`src/rtl/divider_32bit_if.sv`:
```
// Handshake and operand/result bundle between the core and the multi-cycle divider.
interface divider_32bit_if #(
  parameter int unsigned size = 32
);
  logic            start;
  logic            sign;
  logic [size-1:0] A;
  logic [size-1:0] B;
  logic [size-1:0] quo;
  logic [size-1:0] rem;
  logic            busy;
  logic            done;
  logic            dvz;

  modport master (
    output start, sign, A, B,
    input  quo, rem, busy, done, dvz
  );

  modport slave (
    input  start, sign, A, B,
    output quo, rem, busy, done, dvz
  );
endinterface

```
`src/rtl/divider_32bit.sv`:
```
// Restoring divider for MIPS div/divu: one quotient bit per clock, results
// registered one cycle after the last iteration. Trial subtraction uses adder_32bit.

module adder_32bit #(
  parameter int unsigned width = 32
) (
  input  logic [width-1:0] A,
  input  logic [width-1:0] B,
  input  logic             Ctr,
  output logic [width-1:0] S,
  output logic             sltu
);
  logic [width-1:0] b_eff;
  logic [width:0]   full;

  // Ctr=1 selects A - B; sltu is the unsigned borrow (A < B).
  always_comb begin
    b_eff = Ctr ? ~B : B;
    full  = {1'b0, A} + {1'b0, b_eff} + (width+1)'(Ctr);
    S     = full[width-1:0];
    sltu  = Ctr & ~full[width];
  end
endmodule

module divider_32bit #(
  parameter int unsigned size = 32
) (
  input  logic                 clk,
  input  logic                 rst_n,
  divider_32bit_if.slave       bus
);
  localparam int unsigned W     = size;
  localparam int unsigned CNT_W = 6;
  localparam logic [CNT_W-1:0] LAST = CNT_W'(W);

  typedef enum logic [1:0] {IDLE, CALC, DONE} state_t;

  state_t           state, state_nxt;
  logic [W-1:0]     q_sh, q_sh_nxt;
  logic [W-1:0]     r_acc, r_acc_nxt;
  logic [W-1:0]     b_mag, b_mag_nxt;
  logic [W-1:0]     a_raw, a_raw_nxt;
  logic             neg_q, neg_q_nxt;
  logic             neg_r, neg_r_nxt;
  logic [CNT_W-1:0] cnt, cnt_nxt;
  logic [W-1:0]     quo_r, quo_nxt;
  logic [W-1:0]     rem_r, rem_nxt;
  logic             busy_r, busy_nxt;
  logic             done_r, done_nxt;
  logic             dvz_r, dvz_nxt;

  logic [W-1:0]     shifted;
  logic [W-1:0]     trial;
  logic             borrow;
  logic             a_neg, b_neg;
  logic [W-1:0]     q_fin, r_fin;

  assign shifted = {r_acc[W-2:0], q_sh[W-1]};

  adder_32bit #(.width(W)) u_sub (
    .A    (shifted),
    .B    (b_mag),
    .Ctr  (1'b1),
    .S    (trial),
    .sltu (borrow)
  );

  // Next-state and registered-output logic.
  always_comb begin
    state_nxt = state;
    q_sh_nxt  = q_sh;
    r_acc_nxt = r_acc;
    b_mag_nxt = b_mag;
    a_raw_nxt = a_raw;
    neg_q_nxt = neg_q;
    neg_r_nxt = neg_r;
    cnt_nxt   = cnt;
    quo_nxt   = quo_r;
    rem_nxt   = rem_r;
    busy_nxt  = busy_r;
    done_nxt  = 1'b0;
    dvz_nxt   = dvz_r;

    a_neg = bus.sign & bus.A[W-1];
    b_neg = bus.sign & bus.B[W-1];
    q_fin = neg_q ? (~q_sh + W'(1)) : q_sh;
    r_fin = neg_r ? (~r_acc + W'(1)) : r_acc;

    case (state)
      IDLE, DONE: begin
        if (bus.start) begin
          q_sh_nxt  = a_neg ? (~bus.A + W'(1)) : bus.A;
          b_mag_nxt = b_neg ? (~bus.B + W'(1)) : bus.B;
          a_raw_nxt = bus.A;
          neg_q_nxt = a_neg ^ b_neg;
          neg_r_nxt = a_neg;
          r_acc_nxt = '0;
          cnt_nxt   = '0;
          busy_nxt  = 1'b1;
          state_nxt = CALC;
        end else begin
          state_nxt = IDLE;
        end
      end
      CALC: begin
        if (cnt != LAST) begin
          r_acc_nxt = borrow ? shifted : trial;
          q_sh_nxt  = {q_sh[W-2:0], ~borrow};
          cnt_nxt   = cnt + CNT_W'(1);
        end else begin
          // A zero divisor overrides the sign fix-up for both div and divu.
          if (b_mag == '0) begin
            quo_nxt = '1;
            rem_nxt = a_raw;
            dvz_nxt = 1'b1;
          end else begin
            quo_nxt = q_fin;
            rem_nxt = r_fin;
            dvz_nxt = 1'b0;
          end
          busy_nxt  = 1'b0;
          done_nxt  = 1'b1;
          state_nxt = DONE;
        end
      end
      default: state_nxt = IDLE;
    endcase
  end

  // State and datapath registers.
  always_ff @(posedge clk or negedge rst_n) begin
    if (!rst_n) begin
      state  <= IDLE;
      q_sh   <= '0;
      r_acc  <= '0;
      b_mag  <= '0;
      a_raw  <= '0;
      neg_q  <= 1'b0;
      neg_r  <= 1'b0;
      cnt    <= '0;
      quo_r  <= '0;
      rem_r  <= '0;
      busy_r <= 1'b0;
      done_r <= 1'b0;
      dvz_r  <= 1'b0;
    end else begin
      state  <= state_nxt;
      q_sh   <= q_sh_nxt;
      r_acc  <= r_acc_nxt;
      b_mag  <= b_mag_nxt;
      a_raw  <= a_raw_nxt;
      neg_q  <= neg_q_nxt;
      neg_r  <= neg_r_nxt;
      cnt    <= cnt_nxt;
      quo_r  <= quo_nxt;
      rem_r  <= rem_nxt;
      busy_r <= busy_nxt;
      done_r <= done_nxt;
      dvz_r  <= dvz_nxt;
    end
  end

  assign bus.quo  = quo_r;
  assign bus.rem  = rem_r;
  assign bus.busy = busy_r;
  assign bus.done = done_r;
  assign bus.dvz  = dvz_r;
endmodule

```
`src/flat_wrapper.sv`:
```
// flat-port wrapper written by rule: the top's interface ports become plain ports
module divider_32bit_flat 
#(
  parameter int unsigned size = 32
)
  (clk, rst_n, bus_start, bus_sign, bus_A, bus_B, bus_quo, bus_rem, bus_busy, bus_done, bus_dvz);
  divider_32bit_if #(.size(size)) bus_i ();
  input  logic clk;
  input  logic rst_n;
  input wire logic [$bits(bus_i.start)-1:0] bus_start;
  input wire logic [$bits(bus_i.sign)-1:0] bus_sign;
  input wire logic [$bits(bus_i.A)-1:0] bus_A;
  input wire logic [$bits(bus_i.B)-1:0] bus_B;
  output wire logic [$bits(bus_i.quo)-1:0] bus_quo;
  output wire logic [$bits(bus_i.rem)-1:0] bus_rem;
  output wire logic [$bits(bus_i.busy)-1:0] bus_busy;
  output wire logic [$bits(bus_i.done)-1:0] bus_done;
  output wire logic [$bits(bus_i.dvz)-1:0] bus_dvz;
  assign bus_i.start = bus_start;
  assign bus_i.sign = bus_sign;
  assign bus_i.A = bus_A;
  assign bus_i.B = bus_B;
  assign bus_quo = bus_i.quo;
  assign bus_rem = bus_i.rem;
  assign bus_busy = bus_i.busy;
  assign bus_done = bus_i.done;
  assign bus_dvz = bus_i.dvz;
  divider_32bit #(.size(size)) u_core (.clk(clk), .rst_n(rst_n), .bus(bus_i));
endmodule
```
`config.mk`:
```
export PLATFORM = sky130hd
export DESIGN_NAME = divider_32bit_flat
export DESIGN_NICKNAME = d
export VERILOG_FILES = /design/src/rtl/divider_32bit_if.sv /design/src/rtl/divider_32bit.sv /design/src/flat_wrapper.sv
export SDC_FILE = /design/constraint.sdc
export NUM_CORES = 1
export LEC_CHECK = 0
export BUFFER_PORTS_ARGS = -buffer_cell sky130_fd_sc_hd__clkbuf_2
export CORE_MARGIN = 3
export CORE_UTILIZATION = 35
export CTS_CLUSTER_DIAMETER = 100
export DETAILED_ROUTE_END_ITERATION = 10
export SETUP_SLACK_MARGIN = 0.05
export SYNTH_ARGS = -nofsm -noshare
export SYNTH_HDL_FRONTEND = slang
export SYNTH_HIERARCHICAL = 1
export SYNTH_SLANG_ARGS = --single-unit
```
`constraint.sdc`:
```
create_clock -name clk -period 3.7 [get_ports clk]
set_clock_uncertainty 0.2 [all_clocks]
set_input_delay 1.11 -clock clk [delete_from_list [all_inputs] [get_ports clk]]
set_output_delay 1.11 -clock clk [all_outputs]
set_load 0.02 [all_outputs]
```
After elaboration in Yosys (flattened, before gate mapping)
Cells that the tools add are included.
{"block": "classes", "order_cmp": 0, "div": 0, "shift": 0, "addsub": 7, "n_mux": 25, "n_eq_ne": 6, "n_mul": 0, "bitwise": 9, "n_reduce_logical": 8}
{"cell": "32-bit 2-to-1 mux", "count": 11}
{"cell": "32-bit inverter", "count": 5}
{"cell": "32-bit by 1-bit adder with 32-bit output (second input constant)", "count": 4}
{"cell": "32-bit case mux with 2 select lines", "count": 2}
{"cell": "32-bit by 32-bit adder with 33-bit output", "count": 1}
{"cell": "33-bit by 1-bit adder with 33-bit output (second input constant)", "count": 1}
{"cell": "32-bit zero test", "count": 1}
{"cell": "6-bit 2-to-1 mux", "count": 2}
{"cell": "6-bit case mux with 2 select lines", "count": 1}
{"cell": "6-bit by 1-bit adder with 6-bit output (second input constant)", "count": 1}
{"cell": "1-bit 2-to-1 mux", "count": 6}
{"cell": "6-bit inequality test (second input constant)", "count": 1}
{"cell": "3-bit AND reduction", "count": 2}
{"cell": "2-bit inequality test (second input constant)", "count": 2}
{"cell": "2-bit case mux with 2 select lines", "count": 1}
{"cell": "2-bit AND reduction", "count": 2}
{"cell": "1-bit bitwise AND", "count": 2}
{"cell": "2-bit by 1-bit equality test with 1-bit output (second input constant)", "count": 1}
{"cell": "2-bit equality test (second input constant)", "count": 1}
{"cell": "2-bit zero test", "count": 1}
{"cell": "2-bit 2-to-1 mux", "count": 1}
{"cell": "2-bit by 1-bit inequality test with 1-bit output (second input constant)", "count": 1}
{"cell": "1-bit case mux with 2 select lines", "count": 1}
{"cell": "2-bit nonzero test", "count": 1}
{"cell": "3 further kinds", "count": 3}
{"block": "word_totals", "inputBits": 68, "n_memories": 0, "romBits": 0, "register_bits": 205, "latchBits": 0, "out_inout_bits": 67, "ram_bits": 0}

Logic depth before layout (Yosys ltp)
{"block": "logic_depth", "word_depth": 6, "ltp_mapped": 17, "mapped_depth_nobuf": 13}

Hierarchy
The synthesis kept the hierarchy.
{"mod": "divider_32bit", "instances": 1, "area_per_inst_um2": 11106.9, "cells_each": 1282}
{"mod": "adder_32bit", "instances": 1, "area_per_inst_um2": 2107.0, "cells_each": 297}

Worst setup path after synthesis
Ideal clock, no wire load.
{"block": "synth_timing", "path_type": "register to register", "from": "reg u_core.b_mag[1]", "to": "reg u_core.r_acc[0]", "n_path_buf": 2, "period_less_slack_ns": 3.521, "required_ns": 3.366, "path_stages_with_launch": 15, "setup_time_ns": 0.134, "setup_slack_ns": 0.179, "t_arrival_ns": 3.187, "cell_sequence": "dfrtp_1 -> xor2_1 -> inv_1 -> fa_1 -> and2b_1 -> o2111ai_2 -> a2111o_1 -> a31oi_2 -> a21oi_2 -> a21oi_1 -> a31oi_1 -> clkbuf_1 -> clkbuf_1 -> mux2i_1 -> o22ai_1"}
{"block": "synth_between", "elab_chain_len": 6}
{"item": "start, declared", "line": "divider_32bit.sv:41", "source": "logic [W-1:0] b_mag, b_mag_nxt;"}
{"item": "start signal, assigned", "line": "divider_32bit.sv:150", "source": "b_mag <= b_mag_nxt;"}
{"item": "32-bit inverter", "line": "divider_32bit.sv:18", "source": "b_eff = Ctr ? ~B : B;"}
{"item": "32-bit by 32-bit adder with 33-bit output", "line": "divider_32bit.sv:19", "source": "full = {1'b0, A} + {1'b0, b_eff} + (width+1)'(Ctr);"}
{"item": "33-bit by 1-bit adder with 33-bit output", "line": "divider_32bit.sv:19"}
{"item": "32-bit 2-to-1 mux", "line": "divider_32bit.sv:107", "source": "r_acc_nxt = borrow ? shifted : trial;"}
{"item": "32-bit 2-to-1 mux", "line": "divider_32bit.sv:106", "source": "if (cnt != LAST) begin"}
{"item": "32-bit case mux with 2 select lines", "line": "divider_32bit.sv:89", "source": "case (state)"}
{"item": "end signal, assigned", "line": "divider_32bit.sv:149", "source": "r_acc <= r_acc_nxt;"}
{"item": "end, declared", "line": "divider_32bit.sv:40", "source": "logic [W-1:0] r_acc, r_acc_nxt;"}
Every way passes these cells. The select of a mux whose other input is x is not followed.
A chain may end at the register's enable or synchronous reset.

Worst setup path after layout
{"block": "layout_timing", "from": "reg u_core.b_mag[1]", "to": "reg u_core.r_acc[28]"}
The elaborated chain is that of the path after synthesis.

==> results_tabular.tex <==
\begin{tabular}{lr}
\hline
Metric & Value \\
\hline
\multicolumn{2}{l}{\textbf{Routing}} \\
\quad Iteration count of the initial detailed-routing pass & 6 \\
\quad Number of violations reported at the end of detailed-routing iteration 0 & 1133 \\
\quad Drt total wl & 41340 µm \\
\quad Residual antenna-violating net count after detailed routing & 0 \\
\quad Vias & 11880 \\
\quad Routed vias/inst & 5.408 \\
\quad DRC violations left & 0 \\
\quad Drt wl/cell & 18.82 µm \\
\multicolumn{2}{l}{\textbf{Logic synthesis}} \\
\quad Seq cells post-synth & 205 \\
\quad Mapped Cells & 1579 \\
\quad Per-instance average area after synthesis & 8.369 µm² \\
\quad Synth Net Count & 1685 \\
\quad Post-synthesis instance area & 13210 µm² \\
\quad Ranking of synthesized cells by instance count & sky130\_fd\_sc\_hd\_\_nand2\_1, sky130\_fd\_sc\_hd\_\_dfrtp\_1, sky130\_fd\_sc\_hd\_\_o21ai\_0 \\
\quad Flip-flop cell with the highest count after synthesis & sky130\_fd\_sc\_hd\_\_dfrtp\_1 \\
\quad Number of synthesized flops with an enable pin & 0 \\
\quad Sequential share of the synthesized area & 38.82\% \\
\quad Most area-consuming cells after synthesis & sky130\_fd\_sc\_hd\_\_dfrtp\_1, sky130\_fd\_sc\_hd\_\_nand2\_1, sky130\_fd\_sc\_hd\_\_o21ai\_0, sky130\_fd\_sc\_hd\_\_xor2\_1, sky130\_fd\_sc\_hd\_\_xnor2\_1 \\
\quad Share of async-settable or async-resettable flops after synthesis & 100.0\% \\
\quad Top cell type by total area after synthesis & sky130\_fd\_sc\_hd\_\_dfrtp\_1 \\
\quad Library cells used by synthesis & 76 \\
\quad Warnings, synthesis & 6 \\
\quad Yosys top cell area share & 38.82\% \\
\quad Cell with the most instances after synthesis & sky130\_fd\_sc\_hd\_\_nand2\_1 \\
\multicolumn{2}{l}{\textbf{Setup path}} \\
\quad Type of the setup path with the least slack & flip-flop to flip-flop \\
\quad Worst-case reg-to-reg path depth & 13 \\
\quad Startpoint of the worst-slack reg-to-reg timing path & u\_core/b\_mag[1] \\
\quad Reg2reg end & u\_core/r\_acc[28] \\
\quad Largest stage delay on the critical path & 0.47 ns \\
\quad CP Capture Type & flip-flop \\
\quad Worst path slowest cell & sky130\_fd\_sc\_hd\_\_a2111o\_1 \\
\quad Worst endpoint data arrival time & 3.62 ns \\
\quad Cells traversed along the worst timing path & xor2\_2 > inv\_1 > fa\_1 > and2b\_1 > o2111ai\_2 > a2111o\_1 > a31oi\_4 > a21oi\_2 > a21oi\_2 > a31oi\_4 > buf\_12 > mux2i\_1 > o21ai\_0 \\
\quad Kind of start point of the critical path & flip-flop \\
\quad Max FO, Critical Path & 33 \\
\quad Setup slack on the worst flop-to-flop path & 0.28 ns \\
\quad Required time at the endpoint of the critical path & 3.90 ns \\
\multicolumn{2}{l}{\textbf{Global route}} \\
\quad Global-route congestion overflow total & 0 \\
\quad Via count of the first global-routing pass & 11640 \\
\quad First-pass GRT wire length & 66210 µm \\
\quad Initial antenna violation count & 2 \\
\quad Overall fraction of global-route tracks in use & 20.13\% \\
\quad Largest net degree at the start of global routing & 71 \\
\multicolumn{2}{l}{\textbf{Clocking}} \\
\quad CTS clock-pin slew for the worst setup and hold paths & 0.06 ns \\
\quad TritonCTS clock tree & built \\
\quad Count of hold-fix buffers inserted at cts & 0 \\
\quad Number of sinks on the clock net & 205 \\
\quad Clock buffer depth & 3 \\
\quad Number of levels the H-tree was split into & 1 \\
\quad TritonCTS Buffers & 24 \\
\quad CTS Root Cell & sky130\_fd\_sc\_hd\_\_clkbuf\_16 \\
\quad Worst-Skew Late Latency & 0.54 ns \\
\multicolumn{2}{l}{\textbf{Floorplanning}} \\
\quad Horizontal die dimension & 200.3 µm \\
\quad Overall die area & 40120 µm² \\
\quad Core Rows & 70 \\
\quad Number of top-level design ports & 135 \\
\quad Core area & 36870 µm² \\
\quad Initial core utilization & 35.84\% \\
\quad Chip Height & 200.3 µm \\
\multicolumn{2}{l}{\textbf{Outcome}} \\
\quad Result of the run & finished, final reports clean \\
\multicolumn{2}{l}{\textbf{Worst hold path}} \\
\quad Origin of the worst min-delay path & u\_core/a\_raw[10] \\
\quad Number of cells on the worst hold path & 2 \\
\quad Hold Crit Class & flip-flop to flip-flop \\
\quad Terminating pin of the worst hold path & u\_core/a\_raw[10] \\
\multicolumn{2}{l}{\textbf{STA}} \\
\quad Summed negative setup slack over all endpoints & 0 ns \\
\quad RSZ-0062 raised after global routing & false \\
\quad Clock period minus final worst setup slack & 3.419 ns \\
\quad Headroom to the max-slew limit & 40.87\% \\
\quad Final count of negative-setup-slack endpoints & 0 \\
\quad Max-slew violation count & 0 \\
\quad Least-Margin Pin Slew & 0.8755 ns \\
\quad Final clock period utilization by the worst path & 92.40\% \\
\quad Min setup slack post-route & 0.2813 ns \\
\quad Final Hold Viols & 0 \\
\quad Maximum clock frequency & 292.5 MHz \\
\multicolumn{2}{l}{\textbf{Power and ir drop}} \\
\quad Leakage power & 6.714 nW \\
\quad Net load switching power & 7.355 mW \\
\quad Clock network power share & 15.0\% \\
\quad Internal Dissipation & 8.237 mW \\
\quad Sw frac & 47.17\% \\
\quad Combinational share of power & 54.8\% \\
\quad Design Power & 15.59 mW \\
\quad VDD IR max & 0.4100 mV \\
\quad Relative contribution of sequential cells to total power & 30.1\% \\
\quad Power density normalized to cell area & 1021 nW/µm² \\
\multicolumn{2}{l}{\textbf{Layout}} \\
\quad Area Overhead vs Synth & 15.58\% \\
\quad Antenna diode count & 0 \\
\quad Final layout net count & 1785 \\
\quad Share of layout cells above drive strength 1 & 14.01\% \\
\quad Util after Layout & 41.42\% \\
\quad Number of filler cells placed in the layout & 3721 \\
\multicolumn{2}{l}{\textbf{Placement}} \\
\quad Gp weighted congestion & 0.9507 \\
\quad Post-Place Worst Slack & 0.1282 ns \\
\quad Total of buffers placed on input and output ports & 134 \\
\quad Sum of net half-perimeters after detailed placement & 31060 µm \\
\multicolumn{2}{l}{\textbf{Job}} \\
\quad Max-cap viol count & 0 \\
\hline
\end{tabular}
-- logic make-up (layout without fill, tap and decap cells) --
logic type      Yosys count  count (layout)  share of synthesized area (%)
fa+ha+maj                38              38                          3.655
buf+inv                 123             236                          3.683
mux                      46              46                          3.485
flops                   205             205                          38.82
compound gates          424             424                          19.57
other cells               1               1                        0.02838
simple gates            574             574                          19.62
xor+xnor                168             168                          11.14
-- worst max-delay path, delay by kind of cell, from the launching register on --
kind,cells,cell delay [ns]
AND/OR/NAND/NOR,1,0.25
buffers and inverters,2,0.29
adder cells (fa/ha/maj),1,0.42
XOR/XNOR,1,0.16
flip-flops,1,0.41
AO/OA/AOI/OAI,7,1.37
multiplexers,1,0.17
-- worst max path at each step --
stage / startpoint / end / cells past startpoint
final: u_core/b_mag[1] / u_core/r_acc[28] / 13
after global routing: u_core/b_mag[1] / u_core/r_acc[29] / 13
after CTS: u_core/b_mag[1] / u_core/r_acc[1] / 13
after detailed placement: bus_A[10] / u_core/q_sh[17] / 8
after global placement: bus_A[10] / u_core/q_sh[27] / 7
after floorplan: u_core/b_mag[1] / u_core/r_acc[0] / 14
-- what timing repair did --
action                                  CTS  global route
endpoints found under the setup margin    0            33
buffers inserted                          0             0
resized for setup                         0             4
-- placed cells by master (no fill, tap or decap), drive strengths merged, types with 26 or more instances in the layout --
| cell type | synthesis | layout |
|---|---|---|
| a31oi | 26 | 26 |
| a21oi | 97 | 97 |
| clkbuf | 84 | 166 |
| dfrtp | 205 | 205 |
| xnor2 | 69 | 69 |
| inv | 26 | 26 |
| o21ai | 177 | 177 |
| nand2 | 257 | 257 |
| nor2 | 156 | 156 |
| mux2i | 46 | 46 |
| xor2 | 99 | 99 |
| ha | 37 | 37 |
| buf | 13 | 37 |
-- metrics by stage --
step / hold WS (ns) / std cells / instance area (µm²)
global route: 0.2884 / 2196 / 15270
global placement: 0.2553 / 2157 / 14490
CTS: 0.2726 / 2196 / 15250
floorplan: 0.2374 / 1579 / 13210
finish: 0.2673 / 2196 / 15270
detailed placement: 0.2587 / 2157 / 14490
-- power groups by stage --
stage,clock (mW),sequential [mW],combinational (mW)
finish,2.34,4.70,8.55
global route,2.50,4.85,9.55
CTS,2.41,4.68,8.48
detailed placement,0,4.71,8.45
global placement,0,4.68,8.32
floorplan,0,4.60,5.97
-- per-layer routing --
layer	wire (µm)	track usage [%]	vias up
li1	-	-	5760
met1	19440	29.47	5658
met2	18190	31.01	389
met3	2505	2.942	69
met4	1201	5.822	0
met5	0	0	-
-- sequential cells by signal, indices dropped and copies added, names as in the netlist --
name             cells
u_core/a_raw        32
u_core/b_mag        32
u_core/bus.quo      32
u_core/bus.rem      32
u_core/q_sh         32
u_core/r_acc        32
u_core/cnt           6
u_core/state         2
u_core/bus.busy      1
u_core/bus.done      1
u_core/bus.dvz       1
u_core/neg_q         1
u_core/neg_r         1
-- area by class of cell --
cell class,count,area [µm²],share of cell area [%]
clock buffer,32,660.6,4.326
clock inverter,7,101.3,0.6636
inverter,26,97.59,0.6390
multi-input combinational,1251,7657,50.14
sequential,205,5130,33.59
tap,504,630.6,4.129
timing repair buffer,171,994.7,6.513
Note: power is estimated with default switching activity, not from simulation.
